$ cat src/rtl/music_box_pkg.sv
// Shared types and constants for the music box mode controller.
package music_box_pkg;

    localparam int SONG_IDX_W = 3;

    localparam logic [3:0] MODE_IDLE    = 4'd0;
    localparam logic [3:0] MODE_SONG    = 4'd1;
    localparam logic [3:0] MODE_PLAYREC = 4'd3;
    localparam logic [3:0] MODE_MAKEREC = 4'd4;
    localparam logic [3:0] MODE_ERROR   = 4'd8;

    // State encoding doubles as the external mode code.
    typedef enum logic [3:0] {
        IDLE      = MODE_IDLE,
        PLAY_SONG = MODE_SONG,
        PLAY_REC  = MODE_PLAYREC,
        MAKE_REC  = MODE_MAKEREC,
        ERROR     = MODE_ERROR
    } mode_t;

endpackage

$ cat src/rtl/music_box_debouncer.sv
// Active-low button debouncer clocked by a 1 ms tick strobe.
module music_box_debouncer #(
    parameter int DEBOUNCE_MS = 20
) (
    input  logic clock_50Mhz,
    input  logic reset,
    input  logic tick_1khz,
    input  logic button_n,
    output logic pressed
);

    localparam logic [7:0] LIMIT = 8'(DEBOUNCE_MS);

    logic [7:0] count;

    always_ff @(posedge clock_50Mhz) begin
        if (reset) begin
            count <= '0;
        end else if (button_n) begin
            count <= '0;
        end else if (tick_1khz && count != LIMIT) begin
            count <= count + 8'd1;
        end
    end

    // Fires only on the tick that lands on the limit; saturation blocks repeats.
    assign pressed = !button_n && tick_1khz && (count == LIMIT - 8'd1);

endmodule

$ cat src/rtl/music_box_mode_controller.sv
// Music box mode arbiter: debounced buttons select song/playback/record modes.
// Define MUSICBOX_WATCHDOG_EN to enable the per-mode timeout into ERROR.
module music_box_mode_controller
    import music_box_pkg::*;
#(
    parameter int NUM_SONGS   = 2,
    parameter int DEBOUNCE_MS = 20,
    parameter int TIMEOUT_MS  = 600000
) (
    input  logic                  clock_50Mhz,
    input  logic                  reset,
    input  logic                  tick_1khz,
    input  logic [NUM_SONGS-1:0]  input_PlaySong_n,
    input  logic                  input_PlayRecording_n,
    input  logic                  input_MakeRecording_n,
    input  logic                  input_Stop_n,
    input  logic                  recording_valid,
    input  logic                  done_song,
    input  logic                  done_playback,
    input  logic                  done_record,
    output logic [3:0]            outputState,
    output logic [SONG_IDX_W-1:0] song_index,
    output logic                  mode_start,
    output logic                  mode_abort,
    output logic [31:0]           debugString
);

    localparam int NB = NUM_SONGS + 3;
    localparam int I_PREC = NUM_SONGS;
    localparam int I_MAKE = NUM_SONGS + 1;
    localparam int I_STOP = NUM_SONGS + 2;
    localparam logic [23:0] WD_LIMIT = 24'(TIMEOUT_MS);

    logic [NB-1:0] raw_n;
    logic [NB-1:0] press;

    assign raw_n = {input_Stop_n, input_MakeRecording_n,
                    input_PlayRecording_n, input_PlaySong_n};

    for (genvar g = 0; g < NB; g++) begin : g_deb
        music_box_debouncer #(
            .DEBOUNCE_MS(DEBOUNCE_MS)
        ) u_deb (
            .clock_50Mhz(clock_50Mhz),
            .reset      (reset),
            .tick_1khz  (tick_1khz),
            .button_n   (raw_n[g]),
            .pressed    (press[g])
        );
    end

    mode_t                 state_q, state_d;
    logic [SONG_IDX_W-1:0] song_q, song_d, song_sel;
    logic                  start_q, start_d;
    logic                  abort_q, abort_d;
    logic [23:0]           elapsed_q;
    logic                  active;
    logic                  wd;
    logic                  ev_song;

    assign active = (state_q == PLAY_SONG) || (state_q == PLAY_REC) ||
                    (state_q == MAKE_REC);
    assign ev_song = |press[NUM_SONGS-1:0];

`ifdef MUSICBOX_WATCHDOG_EN
    assign wd = active && (elapsed_q >= WD_LIMIT);
`else
    logic unused_wd_limit;
    assign unused_wd_limit = ^WD_LIMIT;
    assign wd = 1'b0;
`endif

    always_comb begin
        song_sel = '0;
        for (int i = 0; i < NUM_SONGS; i++) begin
            if (press[i]) song_sel = SONG_IDX_W'(i);
        end
    end

    always_comb begin
        state_d = state_q;
        song_d  = song_q;
        start_d = 1'b0;
        abort_d = 1'b0;
        unique case (state_q)
            IDLE: begin
                if (press[I_MAKE]) begin
                    state_d = MAKE_REC;
                    start_d = 1'b1;
                end else if (press[I_PREC] && recording_valid) begin
                    state_d = PLAY_REC;
                    start_d = 1'b1;
                end else if (ev_song) begin
                    state_d = PLAY_SONG;
                    song_d  = song_sel;
                    start_d = 1'b1;
                end
            end
            PLAY_SONG, PLAY_REC, MAKE_REC: begin
                if (wd) begin
                    state_d = ERROR;
                end else if ((state_q == PLAY_SONG && done_song) ||
                             (state_q == PLAY_REC && done_playback) ||
                             (state_q == MAKE_REC && done_record)) begin
                    state_d = IDLE;
                end else if (press[I_STOP]) begin
                    state_d = IDLE;
                    abort_d = 1'b1;
                end
            end
            ERROR: state_d = ERROR;
            default: state_d = IDLE;
        endcase
    end

    always_ff @(posedge clock_50Mhz) begin
        if (reset) begin
            state_q   <= IDLE;
            song_q    <= '0;
            start_q   <= 1'b0;
            abort_q   <= 1'b0;
            elapsed_q <= '0;
        end else begin
            state_q <= state_d;
            song_q  <= song_d;
            start_q <= start_d;
            abort_q <= abort_d;
            if (start_d) begin
                elapsed_q <= '0;
            end else if (active && tick_1khz && elapsed_q != '1) begin
                elapsed_q <= elapsed_q + 24'd1;
            end
        end
    end

    assign outputState = state_q;
    assign song_index  = song_q;
    assign mode_start  = start_q;
    assign mode_abort  = abort_q;
    assign debugString = {4'd0, state_q, 5'd0, song_q,
                          (|elapsed_q[23:16]) ? 16'hFFFF : elapsed_q[15:0]};

endmodule

$ cat config.mk
export PLATFORM = sky130hd
export DESIGN_NAME = music_box_mode_controller
export DESIGN_NICKNAME = d
export VERILOG_FILES = /design/src/rtl/music_box_pkg.sv /design/src/rtl/music_box_debouncer.sv /design/src/rtl/music_box_mode_controller.sv
export SDC_FILE = /design/constraint.sdc
export NUM_CORES = 1
export LEC_CHECK = 0
export CORE_MARGIN = 2
export CORE_UTILIZATION = 44
export CTS_CLUSTER_SIZE = 40
export DETAILED_ROUTE_END_ITERATION = 12
export PLACE_DENSITY_LB_ADDON = 0.12
export SETUP_SLACK_MARGIN = 0.4
export SYNTH_ARGS = -nofsm -noshare
export SYNTH_HDL_FRONTEND = slang
export SYNTH_SLANG_ARGS = --single-unit
$ cat constraint.sdc
create_clock -name clock_50Mhz -period 3.9 [get_ports clock_50Mhz]
set_input_delay 0.39 -clock clock_50Mhz [delete_from_list [all_inputs] [get_ports clock_50Mhz]]
set_output_delay 0.39 -clock clock_50Mhz [all_outputs]
set_load 0.01 [all_outputs]
==> summary.txt <==
Status
  • Status: finished, final reports clean

Floorplanning
  • # IOs: between 50 and 60
  • Die width: 97.3 um
  • Die height: between 90 and 100 um
  • Initial core utilization: about 45%
  • Placement Rows: 34
  • Core footprint: 8590 um2
  • Die area: between 9000 and 10000 um2

Timing
  • RSZ-0062 raised after global routing: false
  • Slew HR: a little under half
  • Final worst slack: between 1 and 1.5 ns
  • Fin crit share: 66.2%
  • Minimum clock period: between 2 and 3 ns
  • Pins Over Slew Limit: 0
  • Final setup violation count: 0
  • Clk_skew: 0.00763 ns
  • Setup TNS: 0 ns
  • Worst-Margin Slew: about 0.8 ns
  • Hold Vio Cnt, Final: 0
  • Max Freq: about 390 MHz

Setup path
  • Worst R2R Setup Slack: about 1.6 ns
  • CP endpoint kind: primary output
  • CP Launch Type: register
  • R2R Path Start: g_deb[2].u_deb.count[4]
  • Critical path class: reg -> out
  • R2r endpoint: elapsed_q[6]
  • Worst EP required: 3.51 ns
  • Crit path max fanout: 16
  • Critical path arrival: ~2.2 ns
  • Worst r2r path cells: 5

Drt
  • Drt total wl: slightly below 8000 um
  • Starting DRT DRC Count: 103
  • Antenna-violating nets left: 0
  • DR WL/cell: 13.4 um
  • # DRC: 0
  • Total number of vias: between 3000 and 4000
  • Pre-Repair DR Iteration Count: 4
  • Via density per instance: 5.37

Logic synthesis
  • Synth Area in Simple Gates: between 20 and 30%
  • Netlist Area Pre-Place: 3830 um2
  • Commonest register cell after synthesis: dfxtp_1
  • Post-synthesis xor/xnor area fraction: 9.83%
  • Synth Warn #: 0
  • Post-synthesis sequential area ratio: a little under two fifths
  • #FFs+latches synth: 71
  • Mux share of post-synthesis cell area: 1.83%
  • Mapped Cells: between 400 and 500
  • Syn avg cell area: 8.57 um2
  • Number of flops mapped to enable cells by yosys: 0
  • Post-Synth Adder-Cell Area: between 3 and 4%
  • Post-synth cell types: 60
  • Post-synth ARST share: 0%
  • Largest family of logic cells by synthesized area: simple AND/OR/NAND/NOR gates
  • Compound-cell area share of the yosys netlist: between 10 and 15%

Clock network
  • CTS buffer count: 9
  • Bufs on Longest Clock Path: 2
  • CTS root buf: clkbuf_8
  • Post-cts resize count: 0
  • Post-CTS Setup Repair Bufs: 0
  • Clock-pin slew on the worst setup and hold paths: approximately 0.07 ns
  • CTS tree: built
  • H-Tree Depth: 3
  • Hold_buf cts: 0
  • Skew-Pair Late Insertion Delay: roughly 0.34 ns
  • Clock sink total: 71

Global route
  • Congestion Overflow GR: 0
  • Vias in the first global route: roughly 2900
  • Pin count of the biggest net entering global routing: 25
  • Initial antenna violation count: 0
  • First-pass GRT wire length: about 13000 um
  • Gr usage total: about 17%

Finish
  • Layout cells sized above 1: between 10% and 20%
  • Antenna diode count: 0
  • Number of fill cells in the layout: 817
  • Final #Nets: around 500
  • Area growth syn-to-layout: 15.1%

Power
  • Clk pwr share: between 40% and 50%
  • PwrDens: ~330 nW/um2
  • Reg power frac: between 40% and 50%
  • Switch share: approximately 22%
  • Int Power: approximately 1.1 mW
  • Sw power: between 0.3 and 0.4 mW
  • Combinational share of power: 4.2%
  • Leakage: between 1.5 and 2 nW
  • Worst vdd ir: approximately 0.24 mV

Worst hold path
  • Worst hold path class: reg -> reg
  • Hold Path Cell Cnt: 2
  • Hold wc startpoint: song_index[0]
  • Hold Path End: song_index[0]

Placement
  • Routability Congestion: approximately 0.83
  • I/O Buffers: 39
  • DP HPWL: approximately 5700 um
  • Pre-CTS WS: slightly above 1 ns

Flow run
  • MaxCap Viol Count: 0
## layer usage
metal / global-route usage (%) / up-vias / wire length [um]
li1: - / 1615 / -
met1: 21.2 / 1488 / 3670
met2: 29.4 / 51 / 3920
met3: 2.95 / 7 / 221
met4: 6.62 / 0 / 80
met5: 0 / - / 0
## critical path: stages, from the launching register on
cell,delay (ns)
dfxtp_1,0.36
nor4_1,0.30
nand2_1,0.32
or2_2,0.37
clkdlybuf4s50_1,0.50
## synthesized netlist by cell type, types with 4 or more instances
cell type / count / area share [%]
dfxtp_1: 71 / 37
nor2_1: 60 / 5.9
nand2_1: 24 / 2.4
xnor2_1: 24 / 5.5
nand4_1: 21 / 3.4
or2_2: 21 / 3.4
inv_1: 19 / 1.9
xor2_1: 19 / 4.3
buf_4: 18 / 3.5
a21oi_1: 16 / 2.1
nand3_1: 13 / 1.7
ha_1: 11 / 3.6
nor3_1: 11 / 1.4
o21ai_0: 11 / 1.4
or3_1: 10 / 1.6
and3_1: 9 / 1.5
clkbuf_1: 7 / 0.69
mux2i_1: 7 / 1.8
nor4_1: 6 / 0.98
a2111oi_0: 4 / 0.91
a211oi_1: 4 / 0.78
buf_6: 4 / 1.2
nor4b_1: 4 / 0.91
nor4bb_1: 4 / 1.0
## cell type report
cell class	count	area, um2	share of cell area, %
Timing Repair Buffer	40	398	9.02
Multi-Input combinational cell	335	2150	48.8
Tap cell	108	135	3.06
Sequential cell	71	1420	32.2
Inverter	19	71.3	1.62
Clock buffer	11	151	3.43
Clock inverter	5	80.1	1.82
## flip-flops by register name, summed over array words and instances, names as in the netlist
signal,count
elapsed_q,24
g_deb.u_deb.count,40
mode_abort,1
mode_start,1
outputState,4
song_index,1
## cells in the final DEF, fill, tap and decap left out, types with 3 or more instances in the layout
| master | count |
|---|---|
| mux2i_1 | 7 |
| nand3_1 | 13 |
| or3_1 | 10 |
| and4_1 | 3 |
| conb_1 | 13 |
| nor2_1 | 60 |
| dfxtp_1 | 71 |
| clkbuf_8 | 11 |
| xor2_1 | 19 |
| clkdlybuf4s50_1 | 39 |
| a211oi_1 | 4 |
| nand4_1 | 21 |
| xnor2_1 | 24 |
| a21oi_1 | 16 |
| nor3_1 | 11 |
| nor4_1 | 6 |
| ha_1 | 11 |
| nor4b_1 | 4 |
| a2111oi_0 | 4 |
| nor4bb_1 | 4 |
| or4_1 | 3 |
| o21ai_0 | 11 |
| and3_1 | 9 |
| nand2_1 | 24 |
| or2_2 | 21 |
| o31ai_1 | 3 |
| inv_1 | 19 |
## worst max path at each step
stage / startpoint / end / slack [ns] / cells past startpoint
floorplan: elapsed_q[0] / elapsed_q[10] / 1.83 / 8
global placement: tick_1khz / elapsed_q[2] / 1.13 / 6
detailed placement: tick_1khz / elapsed_q[6] / 1.01 / 6
CTS: elapsed_q[16] / debugString[4] / 1.26 / 4
global route: elapsed_q[21] / debugString[4] / 1.11 / 4
finish: elapsed_q[20] / debugString[4] / 1.32 / 4
## power by group through the flow
stage               clock [mW]  combinational [mW]  sequential [mW]
finish                   0.675              0.0613            0.732
global route             0.724              0.0689            0.733
CTS                      0.694              0.0621            0.732
detailed placement           0              0.0619            0.749
global placement             0              0.0611            0.749
floorplan                    0              0.0526            0.748
## cells by family after synthesis
kind of cell	after synthesis
buffers and inverters	53
multiplexers	7
AO/OA/AOI/OAI	58
XOR/XNOR	43
other	1
flip-flops	71
AND/OR/NAND/NOR	203
adder cells (fa/ha/maj)	11
## metrics by stage
step	instance area (um2)	utilization [%]	instances	hold WS [ns]	power [mW]
final	4410	51.3	589	0.504	1.47
after global routing	4410	51.3	589	0.535	1.53
after CTS	4410	51.3	589	0.514	1.49
after detailed placement	4180	48.6	573	0.504	0.811
after global placement	4180	48.6	573	0.497	0.810
after floorplan	3880	-	459	0.467	0.801
Power figures use the tool's default switching activity.
